==> src/rtl/digitube_scan_drv.sv <==
`default_nettype none
// +--------------------------------------------------------------------------+
// | Module      : digitube_scan_drv                                          |
// | Description : 4-digit multiplexed 7-segment scan driver with a shadow    |
// |               register so new contents only appear at a frame boundary.  |
// |               Define DIGITUBE_LZ_BLANK_EN for leading-zero blanking.     |
// | Revision    : 1.0 - initial release                                      |
// +--------------------------------------------------------------------------+
module digitube_scan_drv #(
    parameter int SCAN_DIV = 50000
) (
    input  logic        clk,
    input  logic        reset,
    input  logic        wr_en,
    input  logic [15:0] wr_data,
    input  logic [3:0]  wr_dp,
    input  logic        enable,
    output logic [11:0] digi_out,
    output logic        frame_start,
    output logic        pending
);

    localparam logic [15:0] c_cnt_max   = 16'(SCAN_DIV - 1);
    localparam logic [11:0] c_blank_out = 12'h0FF;

    logic [15:0] r_cnt;
    logic [1:0]  r_idx;
    logic [15:0] r_shadow_data;
    logic [3:0]  r_shadow_dp;
    logic [15:0] r_active_data;
    logic [3:0]  r_active_dp;
    logic        r_pending;
    logic        r_frame_start;
    logic [11:0] r_digi_out;

    logic        w_tick;
    logic        w_wrap;
    logic [3:0]  w_nibble;
    logic        w_dp_bit;
    logic [3:0]  w_an;
    logic [6:0]  w_seg;
    logic [6:0]  w_seg_out;

    // Active-low segment pattern, bit order {g,f,e,d,c,b,a}.
    function automatic logic [6:0] hex_to_seg(input logic [3:0] nib);
        logic [6:0] seg;
        case (nib)
            4'h0:    seg = 7'b1000000;
            4'h1:    seg = 7'b1111001;
            4'h2:    seg = 7'b0100100;
            4'h3:    seg = 7'b0110000;
            4'h4:    seg = 7'b0011001;
            4'h5:    seg = 7'b0010010;
            4'h6:    seg = 7'b0000010;
            4'h7:    seg = 7'b1111000;
            4'h8:    seg = 7'b0000000;
            4'h9:    seg = 7'b0010000;
            4'hA:    seg = 7'b0001000;
            4'hB:    seg = 7'b0000011;
            4'hC:    seg = 7'b1000110;
            4'hD:    seg = 7'b0100001;
            4'hE:    seg = 7'b0000110;
            default: seg = 7'b0001110;
        endcase
        return seg;
    endfunction

    assign w_tick = (r_cnt == c_cnt_max);
    assign w_wrap = w_tick && (r_idx == 2'd3);

    always_ff @(posedge clk) begin
        if (!reset) begin
            r_cnt <= '0;
            r_idx <= '0;
        end else if (w_tick) begin
            r_cnt <= '0;
            r_idx <= r_idx + 2'd1;
        end else begin
            r_cnt <= r_cnt + 16'd1;
        end
    end

    // Active only moves at a wrap and always takes the pre-edge shadow, so a
    // write landing on the wrap edge is held over for the following frame.
    always_ff @(posedge clk) begin
        if (!reset) begin
            r_shadow_data <= '0;
            r_shadow_dp   <= '0;
            r_active_data <= '0;
            r_active_dp   <= '0;
            r_pending     <= 1'b0;
        end else begin
            if (w_wrap && r_pending) begin
                r_active_data <= r_shadow_data;
                r_active_dp   <= r_shadow_dp;
            end
            if (wr_en) begin
                r_shadow_data <= wr_data;
                r_shadow_dp   <= wr_dp;
                r_pending     <= 1'b1;
            end else if (w_wrap) begin
                r_pending     <= 1'b0;
            end
        end
    end

    always_ff @(posedge clk) begin
        if (!reset) begin
            r_frame_start <= 1'b0;
        end else begin
            r_frame_start <= w_wrap;
        end
    end

    assign w_nibble = r_active_data[{r_idx, 2'b00} +: 4];
    assign w_dp_bit = r_active_dp[r_idx];
    assign w_an     = 4'b0001 << r_idx;
    assign w_seg    = hex_to_seg(w_nibble);

`ifdef DIGITUBE_LZ_BLANK_EN
    logic w_lz_blank;

    // A digit is a leading zero when it and every more significant nibble is 0.
    always_comb begin
        w_lz_blank = 1'b0;
        case (r_idx)
            2'd1:    w_lz_blank = (r_active_data[15:4]  == 12'h000);
            2'd2:    w_lz_blank = (r_active_data[15:8]  == 8'h00);
            2'd3:    w_lz_blank = (r_active_data[15:12] == 4'h0);
            default: w_lz_blank = 1'b0;
        endcase
    end

    assign w_seg_out = w_lz_blank ? 7'h7F : w_seg;
`else
    assign w_seg_out = w_seg;
`endif

    always_ff @(posedge clk) begin
        if (!reset || !enable) begin
            r_digi_out <= c_blank_out;
        end else begin
            r_digi_out <= {w_an, ~w_dp_bit, w_seg_out};
        end
    end

    assign digi_out    = r_digi_out;
    assign frame_start = r_frame_start;
    assign pending     = r_pending;

endmodule
`default_nettype wire

==> config.mk <==
export PLATFORM = sky130hd
export DESIGN_NAME = digitube_scan_drv
export DESIGN_NICKNAME = d
export VERILOG_FILES = /design/src/rtl/digitube_scan_drv.sv
export SDC_FILE = /design/constraint.sdc
export NUM_CORES = 1
export LEC_CHECK = 0
export ABC_AREA = 1
export CAP_MARGIN = 20
export CORE_ASPECT_RATIO = 1.75
export CORE_MARGIN = 3
export CORE_UTILIZATION = 40
export CTS_BUF_LIST = sky130_fd_sc_hd__clkbuf_16
export CTS_CLUSTER_SIZE = 12
export DETAILED_ROUTE_END_ITERATION = 6
export PLACE_DENSITY = 0.68
export SYNTH_ARGS = -nofsm -noshare
export SYNTH_HDL_FRONTEND = slang
export SYNTH_SLANG_ARGS = --single-unit
==> constraint.sdc <==
create_clock -name clk -period 2.4 [get_ports clk]
set_clock_uncertainty 0.1 [all_clocks]
set_input_delay 0.36 -clock clk [delete_from_list [all_inputs] [get_ports clk]]
set_output_delay 0.36 -clock clk [all_outputs]
set_load 0.01 [all_outputs]
Word-level counts from Yosys, hierarchy flattened
Memory sizes are Yosys's and may differ from the RTL's. A register that Yosys moved wholly into a read port is not among the register bits.
Cells that the tools add are included.
{ "word_totals": {"ff_bits": 72, "rom_bits": 112, "inputBits": 24, "out_inout_bits": 14, "wordCells": 30, "n_memories": 1} }
{ "mem_list": {"columns": ["memory", "depth", "width", "rd", "rd_ports_with_merged_regs", "write_ports", "line", "rtl"], "rows": [
  ["(name not given)", 16, 7, 1, 1, 0, "47", "case (nib)"]
]} }
{ "op_classes": {"n_addsub": 2, "order_cmp": 1, "n_eq_ne": 2, "shifts": 2, "muxes": 4, "bitwise_logic": 2, "reduce_logical": 7} }
{ "op_table": {"columns": ["op", "count"], "rows": [
  ["$add A16 B1 Y16 const B", 1],
  ["$eq A16 B16 Y1 const B", 1],
  ["$shiftx A16 B5 Y4", 1],
  ["$shl A1 B2 Y4 const A", 1],
  ["$lt A2 B3 Y1 const B", 1],
  ["$mux W1", 3],
  ["$add A2 B1 Y2 const B", 1],
  ["$bmux W1 S2", 1],
  ["$eq A2 B2 Y1 const B", 1],
  ["$logic_and A1 B1 Y1", 2],
  ["$logic_not A1 Y1", 2],
  ["$not A1 Y1", 2],
  ["$reduce_bool A2 Y1", 1],
  ["$reduce_or A2 Y1", 1],
  ["$logic_or A1 B1 Y1", 1]
]} }

Longest topological paths before layout
Gate-level depths: netlist of the first run.
{ "depth": {"depth_word": 4, "mapped_depth": 11, "mapped_depth_nobuf": 10} }

Worst setup path before layout of the first run
Ideal clock, no wire load.
{ "synth_path": {"path_kind": "register to register", "startpoint": "register r_idx[0]", "endpoint": "register r_digi_out[0] (netlist: digi_out[0])", "setup_ns": 0.122, "arrival_time_ns": 1.465, "required_time_ns": 2.178, "slack_ns": 0.713, "path_stages_with_launch": 12, "path_buffers": 1, "synth_period_minus_slack_ns": 1.687, "path_cell_list": "dfxtp_1 > inv_2 > buf_6 > nand2_1 > nand3_1 > nand2_1 > inv_1 > ha_1 > nand2_1 > nand2_1 > o21ai_0 > nand2_1"} }
{ "synth_between": {"elab_chain_cells": 1} }
{ "synth_lines": {"columns": ["item", "line", "rtl"], "rows": [
  ["start: declaration", "27", "logic [1:0] r_idx;"],
  ["start signal: assignment", "77", "r_idx <= r_idx + 2'd1;"],
  ["$shiftx A16 B5 Y4", "115", "assign w_nibble = r_active_data[{r_idx, 2'b00} +: 4];"],
  ["end: declaration", "34", "logic [11:0] r_digi_out;"]
]} }
Every way passes these cells.
A chain may end at the register's enable or synchronous reset.

Final worst setup path of the first run
{ "layout_path": {"startpoint": "register r_cnt[0]", "endpoint": "register r_active_dp[2]"} }
{ "layout_between": {"elab_chain_cells": 3} }
{ "layout_lines": {"columns": ["item", "line", "rtl"], "rows": [
  ["start: declaration", "26", "logic [15:0] r_cnt;"],
  ["start signal: assignment", "79", "r_cnt <= r_cnt + 16'd1;"],
  ["$eq A16 B16 Y1", "68", "assign w_tick = (r_cnt == c_cnt_max);"],
  ["$logic_and A1 B1 Y1", "69", "assign w_wrap = w_tick && (r_idx == 2'd3);"],
  ["$logic_and A1 B1 Y1", "93", "if (w_wrap && r_pending) begin"],
  ["end signal: assignment", "95", "r_active_dp <= r_shadow_dp;"],
  ["end: declaration", "31", "logic [3:0] r_active_dp;"]
]} }
Every way passes these cells.

==> impl_metrics.toml, run 1 <==
[run_status]
outcome = "completed"

[die]
die-width_um = 72.8
design.die.area_um2 = 8950
start_util_pct = 41.3
row_count = 42
design.core.area_um2 = 7570
floorplan.die.height_um = 123
ios = 38

[routing]
via_count = 2838
post-route-drc-count = 0
drt-total-wl_um = 7060
wl_cell_um = 12.9
initialDrtViolationCount = 158
detail_route.vias_per_cell = 5.20
drtPass1Iterations = 5
ant_nets = 0

[yosys]
yosys.area.top_type = "dfxtp_1"
synth-warning-count = 0
yosys_register_bits = 72
yosysTopAreaCellShare_pct = 46.1
asyncSetResetFlopFracSynth_pct = 0
synth_cell_types = 23
synth-seq-area-share_pct = 46.1
dominantRegCellSynth = "dfxtp_1"
synthesized_netlist_net_count = 450
synth_cells = 418
post_synth_main_area_contributors = "dfxtp_1 (46%), nand2_1 (9.4%), nor2_1 (7.9%)"
post_synth_instance_area_um2 = 3120
post_synth.cell_area_avg_um2 = 7.47
synth-edff-count = 0

[cells_and_area]
multiInputGateArea_um2 = 1430
commonest_cells_after_routing_fill_and_taps_aside = "nand2_1 (78), dfxtp_1 (72), nor2_1 (66), clkdlybuf4s50_1 (37), a21oi_1 (35)"
final_common_cell = "nand2_1"
fill_cells = 786
area.growth.synth_to_final_pct = 22.7
sequential_cell_area_um2 = 1440
final_design_area_no_fill_um2 = 3830
finish.cell_count_without_fillers = 546
design.final.nets = 485
antenna_cells_inserted = 0
layout-drive-gt1-share_pct = 6.99

[clocking]
cts_max_path_buffers = 2
post_cts.resized_instances = 0
clk_transition_reported_paths_ns = 0.05
clock_tree.htree_level_count = 3
post-cts-setup-buffer-count = 0
clock_tree.root_cell = "clkbuf_16"
post_cts_hold_buffer_count = 0
tritoncts_num_sinks = 72
clkLatencyLatePin_ns = 0.33
clock_tree_from_tritoncts = "built"
cts-buffers-inserted = 9

[setup_path]
critical-path-slowest-cell = "nand3_2"
critPathRequiredTime_ns = 2.50
worstPathBufferInverterCount = 0
max_stage_delay_ns = 0.38
critical_path.top_delay_family = "simple AND/OR/NAND/NOR gates"
worstSetupEndpointType = "flip-flop"
path_max_fanout = 20
criticalPathCategory = "flip-flop to flip-flop"
worst_ep_arrival_time_ns = 2.06
kind_of_start_point_of_the_critical_path = "flip-flop"
path_cells = "ha_1 -> nand2_1 -> nor2_4 -> nand3_2 -> nor2_4 -> nand3_2 -> nand2_1 -> a21oi_1"

[grt]
gr_ovfl_total = 0
grt_pass1_wl_um = 12200
antenna_found_initial = 0
grt_pass1_vias = 2800
grt_util_all_layers_pct = 17.4
grt_max_degree = 25

[power]
p_seq_share_pct = 45.6
p_leak_nw = 1.45
sw_ratio_pct = 20.1
pwr_density_cell_nw_per_um2 = 716
p_int_mw = 2.19
vdd_ir_drop_max_mv = 0.705
comb_power_share_pct = 4.9
total_switching_power_uw = 552
power_frac_clock_pct = 49.4

[worst_hold_path]
hold_class = "flip-flop to flip-flop"

[sta]
max_clock_freq_ghz = 0.512
final.setup.tns_ns = 0
setup-violations-final = 0
hold_vio_cnt_final = 0
final_cycle_share_pct = 81.4
worst-slew-pin-transition_ns = 0.621
slew_headroom_pct = 58.6
rsz0062_at_grt = "false"
final.min_clock_period_ns = 1.95
final_max_slew_viol_count = 0

[place]
place_hpwl_um = 5180
dp_cells = 530
numPortBuffers = 37
gp_congestion = 0.892
place_area_um2 = 3530

[run]
max_cap_violations = 0
-- metal layers --
metal	wire length, µm	GRT usage, %	part of all wire [%]
met4	210	8.78	3.0
met3	279	4.56	4.0
met2	3750	31.1	53
met1	2820	18.3	40
met5	0	0	0
-- final cells by class --
cell class                      count  area share (%)
Multi-Input combinational cell    293            37.3
Tap cell                           88            2.87
Clock inverter                      7            2.09
Sequential cell                    72            37.6
Inverter                           33            3.23
Timing Repair Buffer               44            11.0
Clock buffer                        9            5.88
-- metrics by stage --
| step | hold slack [ns] | setup WS, ns | util (%) | power (mW) |
|---|---|---|---|---|
| 4_1_cts | 0.358 | 0.432 | 50.6 | 2.77 |
| 6_report | 0.354 | 0.447 | 50.6 | 2.74 |
| 3_5_place_dp | 0.347 | 0.442 | 46.6 | 1.41 |
| 5_1_grt | 0.379 | 0.241 | 50.6 | 2.85 |
| 2_1_floorplan | 0.317 | 0.713 | - | 1.34 |
| 3_3_place_gp | 0.331 | 0.492 | 46.6 | 1.41 |
-- worst paths after layout --
path / from / end / slack (ns) / cells past startpoint
worst min-delay path: r_cnt[0] / r_cnt[0] / 0.35 / 1
worst max-delay path: r_cnt[0] / r_active_dp[2] / 0.45 / 8
worst max register to register: r_cnt[0] / r_active_dp[2] / 0.45 / 8
worst min register to register: r_cnt[0] / r_cnt[0] / 0.35 / 1
-- power by group through the flow --
stage          clock [mW]  combinational [mW]  sequential (mW)
2_1_floorplan           0              0.0638             1.27
3_3_place_gp            0               0.135             1.28
3_5_place_dp            0               0.137             1.28
4_1_cts              1.38               0.138             1.25
5_1_grt              1.44               0.153             1.25
6_report             1.36               0.136             1.25
-- sequential cells by signal, summed over array words and instances (netlist names) --
| signal | cells |
|---|---|
| r_active_dp | 4 |
| pending | 1 |
| digi_out | 12 |
| r_cnt | 16 |
| r_shadow_dp | 4 |
| r_active_data | 16 |
| frame_start | 1 |
| r_shadow_data | 16 |
| r_idx | 2 |
-- kinds of logic after synthesis --
group,Yosys count,synth area share [%]
xor+xnor,2,0.561
fa+ha+maj,8,3.20
simple gates,211,30.2
compound gates,72,11.7
buf+inv,53,8.13
flops,72,46.1
-- cells in the mapped netlist (6+ instances only) --
master / instances
a21oi_1: 35
buf_6: 6
clkbuf_1: 8
dfxtp_1: 72
ha_1: 8
inv_1: 28
nand2_1: 78
nand3_1: 23
nand4_1: 27
nor2_1: 66
nor3_1: 8
o21ai_0: 32
No activity file was read; power rests on OpenSTA's default activity.
==> run 2: changes to the inputs <==
- clock period: 2.4 -> 2 ns (I/O delays scaled with it)
==> impl_metrics.toml, run 2 (synthesized netlist as in run 1, its figures left out) <==
[routing]
drt-total-wl_um = 7010
via_count = 2792
wl_cell_um = 12.8
drtPass1Iterations = 4
detail_route.vias_per_cell = 5.11
post-route-drc-count = 0
ant_nets = 0
initialDrtViolationCount = 112

[setup_path]
worst_ep_arrival_time_ns = 1.90
worst_setup_path_end = "digi_out[0]"
crit_start = "r_idx[0]"
r2r-start = "r_idx[0]"
r2r.worst_path.cells = 10
critPathRequiredTime_ns = 2.11
kind_of_start_point_of_the_critical_path = "flip-flop"
rrSetupSlack_ns = 0.21
worstSetupEndpointType = "flip-flop"
critical_path.reg2reg.endpoint = "digi_out[0]"
criticalPathCategory = "flip-flop to flip-flop"
path_max_fanout = 16

[clocking]
post_cts_hold_buffer_count = 0
cts-buffers-inserted = 9
clock_tree.root_cell = "clkbuf_16"
post-cts-setup-buffer-count = 0
tritoncts_num_sinks = 72
clk_transition_reported_paths_ns = 0.05
clkLatencyLatePin_ns = 0.32
clock_tree_from_tritoncts = "built"
cts_max_path_buffers = 2
clock_tree.htree_level_count = 3

[sta]
max_clock_freq_ghz = 0.560
worst-slew-pin-transition_ns = 0.630
setup-violations-final = 0
final.min_clock_period_ns = 1.79
final.setup.tns_ns = 0
final_cycle_share_pct = 89.3
slew_headroom_pct = 58.0
final_max_slew_viol_count = 0
setup_slack_ns = 0.214
rsz0062_at_grt = "false"
hold_slack_ns = 0.348
hold_vio_cnt_final = 0

[die]
row_count = 42
die-width_um = 72.8
start_util_pct = 41.3
floorplan.die.height_um = 123
design.core.area_um2 = 7570
ios = 38
design.die.area_um2 = 8950

[cells_and_area]
antenna_cells_inserted = 0
design.final.nets = 488
commonest_cells_after_routing_fill_and_taps_aside = "nand2_1 (78), dfxtp_1 (72), nor2_1 (66), clkdlybuf4s50_1 (37), a21oi_1 (35)"
final_common_cell = "nand2_1"
area.growth.synth_to_final_pct = 22.0
layout-drive-gt1-share_pct = 7.21
top_regs = "r_active_data (16), r_cnt (16), r_shadow_data (16)"

[place]
gp_congestion = 0.905
post_place_setup_slack_ns = 0.121
numPortBuffers = 37
place_hpwl_um = 5180

[grt]
grt_pass1_wl_um = 11900
gr-usage-met1_pct = 18.2
grt_pass1_vias = 2675
antenna_found_initial = 0
met3_usage_pct = 3.99
gr_ovfl_total = 0
global_route.peak_usage_layer = "met2"
grt_max_degree = 25
grt_util_all_layers_pct = 17.0
use_met2_pct = 30.4

[run_status]
outcome = "completed"

[power]
pwr_density_cell_nw_per_um2 = 786
vdd_ir_drop_max_mv = 0.583
p_leak_nw = 1.43

[worst_hold_path]
hold_class = "flip-flop to flip-flop"

[run]
max_cap_violations = 0
[run 2: cell count changes in the layout (fill, tap and decap cells not counted), sizes merged]
cell	change
buf	+3
clkinv	+1
bufinv	-2
inv	-2
[run 2: per-stage QoR]
stage	power [mW]	instance area (µm²)	instances	util [%]
2_1_floorplan	1.60	3120	418	-
3_3_place_gp	1.69	3560	533	47.1
6_report	3.00	3810	546	50.4
5_1_grt	3.10	3810	546	50.4
3_5_place_dp	1.70	3560	533	47.1
4_1_cts	3.03	3800	546	50.3
[run 2: layout make-up]
class / count / area, µm²
Clock buffer: 9 / 225
Clock inverter: 4 / 16.3
Fill cell: 764 / 3760
Inverter: 33 / 124
Multi-Input combinational cell: 293 / 1440
Sequential cell: 72 / 1440
Tap cell: 88 / 110
Timing Repair Buffer: 47 / 458
[run 2: power by group]
| group | internal, mW | total (mW) | leakage [nW] | switching [mW] |
|---|---|---|---|---|
| clock | 0.800 | 1.33 | 0.123 | 0.527 |
| combinational | 0.0848 | 0.169 | 0.719 | 0.0846 |
| sequential | 1.48 | 1.50 | 0.588 | 0.0201 |
| total | 2.36 | 3.00 | 1.43 | 0.632 |
[run 2: worst min-delay path by stage]
stage               startpoint       end  depth (start not counted)
finish                r_cnt[0]  r_cnt[0]                          1
global route          r_cnt[0]  r_cnt[0]                          1
CTS                   r_cnt[0]  r_cnt[0]                          1
detailed placement    r_cnt[0]  r_cnt[0]                          1
global placement      r_cnt[0]  r_cnt[0]                          1
floorplan             r_cnt[0]  r_cnt[0]                          1
[run 2: critical path, cell delays in order (launching register included)]
cell and delay, ns:
dfxtp_1 0.32, buf_4 0.19, nand2_1 0.07, nand3_1 0.09, nand2_1 0.21, inv_1 0.09, ha_1 0.21, nand2_1 0.12
nand2_1 0.07, o21ai_0 0.14, nand2_1 0.07
[run 2: repair_timing]
action	CTS	global route
endpoints found under the hold margin	0	0
resized for setup	0	1
setup endpoints to repair	0	20
[run 2: metal layers]
metal	routed length (µm)	share of wire, %
met5	0	0
met4	143	2.0
met1	2900	41
met2	3760	54
met3	203	2.9
==> run 3: changes to the inputs <==
- DONT_BUFFER_PORTS: not set -> 1
- GPL_TIMING_DRIVEN: not set -> 0
- PLACE_DENSITY: 0.68 -> 0.61
==> impl_metrics.toml, run 3 (synthesized netlist as in run 1, its figures left out) <==
[run_status]
outcome = "completed"

[power]
p_int_mw = 2.59
report.power.total_mw = 3.28
power_frac_clock_pct = 50.9
vdd_ir_drop_max_mv = 0.671
comb_power_share_pct = 3.2
sw_ratio_pct = 20.9
total_switching_power_uw = 684
p_leak_nw = 1.35
p_seq_share_pct = 45.9
pwr_density_cell_nw_per_um2 = 912

[routing]
drt-total-wl_um = 7250
via_count = 2704
initialDrtViolationCount = 184
detail_route.vias_per_cell = 5.14
post-route-drc-count = 0
ant_nets = 0
drtPass1Iterations = 4
wl_cell_um = 13.8

[grt]
gr_ovfl_total = 0
grt_pass1_wl_um = 12200
antenna_found_initial = 0
grt_max_degree = 13
grt_pass1_vias = 2691
grt_util_all_layers_pct = 17.9

[setup_path]
kind_of_start_point_of_the_critical_path = "flip-flop"
r2r.worst_path.cells = 11
worstPathBufferInverterCount = 3
critical_path.reg2reg.endpoint = "digi_out[6]"
path_max_fanout = 10
worst_ep_arrival_time_ns = 1.92
criticalPathCategory = "flip-flop to flip-flop"
rrSetupSlack_ns = 0.19
critical-path-slowest-cell = "dfxtp_2"
max_stage_delay_ns = 0.41
critPathRequiredTime_ns = 2.11
worstSetupEndpointType = "flip-flop"
path_cells = "inv_2 -> buf_6 -> nand2_1 -> nand3_1 -> nand2_2 -> inv_1 -> ha_1 -> nand2_2 -> nand3_1 -> o21ai_0 -> nand2_1"
cp.depth = 11
r2r-start = "r_idx[0]"
critical_path.top_delay_family = "simple AND/OR/NAND/NOR gates"

[die]
floorplan.die.height_um = 123
design.die.area_um2 = 8950
start_util_pct = 41.3
row_count = 42
design.core.area_um2 = 7570
ios = 38
die-width_um = 72.8

[sta]
setup_slack_ns = 0.193
slew_headroom_pct = 62.9
final_max_slew_viol_count = 0
final.min_clock_period_ns = 1.81
final_cycle_share_pct = 90.4
setup-violations-final = 0
hold_vio_cnt_final = 0
max_clock_freq_ghz = 0.553
worst-slew-pin-transition_ns = 0.557
rsz0062_at_grt = "false"

[clocking]
cts-buffers-inserted = 9
clock_tree.root_cell = "clkbuf_16"
clkLatencyLatePin_ns = 0.33
clock_tree.htree_level_count = 3
clk_transition_reported_paths_ns = 0.06
tritoncts_num_sinks = 72
cts_max_path_buffers = 2
clock_tree_from_tritoncts = "built"

[cells_and_area]
final_common_cell = "nand2_1"
final_design_area_no_fill_um2 = 3590
commonest_cells_after_routing_fill_and_taps_aside = "nand2_1 (76), dfxtp_1 (71), nor2_1 (66), a21oi_1 (35), o21ai_0 (32)"
design.final.nets = 465
antenna_cells_inserted = 0
top_regs = "r_active_data (16), r_cnt (16), r_shadow_data (16)"
layout-drive-gt1-share_pct = 10.0
area.growth.synth_to_final_pct = 14.9

[place]
gp_congestion = 0.899
post_place_setup_slack_ns = -0.0109
place_hpwl_um = 5590
numPortBuffers = 0
place_area_um2 = 3230

[worst_hold_path]
min_delay_path_depth = 2
min_delay_endpoint = "r_shadow_data[6]"
hold_class = "input pin to flip-flop"
holdCritStartpoint = "wr_data[6]"

[run]
max_cap_violations = 0
-- run 3: cell count changes in the layout (fill, tap and decap cells not counted), sizes merged --
cell,delta
dlygate4sd3,+3
clkinvlp,+2
clkbuf,+8
buf,+3
bufinv,+2
clkinv,-1
clkdlybuf4s50,-37
-- run 3: per-layer routing --
metal,wire [µm],vias to the layer above,global-route usage (%)
li1,-,1419,-
met3,318,23,4.64
met1,2630,1204,16.7
met5,0,-,0
met2,3950,58,33.1
met4,352,0,11.9
-- run 3: area by class of cell --
type / count / area (µm²)
buffer: 20 / 130
tap: 88 / 110
sequential: 72 / 1440
fill: 769 / 3980
timing repair buffer: 4 / 37.5
clock inverter: 7 / 87.6
clock buffer: 9 / 225
inverter: 33 / 124
multi-input combinational: 293 / 1430
-- run 3: worst max-delay path by stage --
stage | from | endpoint | slack [ns]
6_report | r_idx[0] | digi_out[6] | 0.19
5_1_grt | r_idx[0] | digi_out[6] | 0.04
4_1_cts | r_idx[1] | digi_out[0] | 0.005
3_5_place_dp | r_idx[0] | digi_out[0] | -0.01
3_3_place_gp | r_idx[0] | digi_out[0] | 0.03
2_1_floorplan | r_idx[0] | digi_out[0] | 0.31
-- run 3: worst reg2reg max path: cells and delay by family (launching register included) --
kind	cells	cell delay, ns
AOI/OAI and AO/OA	1	0.12
adders and majority gates	1	0.23
buffers and inverters	3	0.30
DFF	1	0.41
and+or+nand+nor	6	0.53
-- run 3: what timing repair did --
action,4_1_cts,5_1_grt
hold buffers,3,0
pin swaps,0,1
endpoints found under the setup margin,1,5
gates resized for setup,1,3
setup buffers,0,1
gates cloned,0,0
hold endpoints to repair,3,0
-- run 3: stage by stage --
stage                     util [%]  hold WS, ns  instances  setup TNS, ns
after global routing          47.5      0.00162        526              0
after floorplan                  -        0.317        418              0
final                         47.5      0.00968        526              0
after global placement        42.7        0.332        506              0
after detailed placement      42.7        0.338        506        -0.0109
after CTS                     47.3     0.000302        525              0
-- run 3: power groups by stage --
stage               sequential [mW]  clock [mW]  combinational, mW
finish                         1.50        1.67              0.105
global route                   1.51        1.77              0.124
CTS                            1.50        1.70              0.108
detailed placement             1.53           0              0.103
global placement               1.53           0             0.0996
floorplan                      1.53           0             0.0766
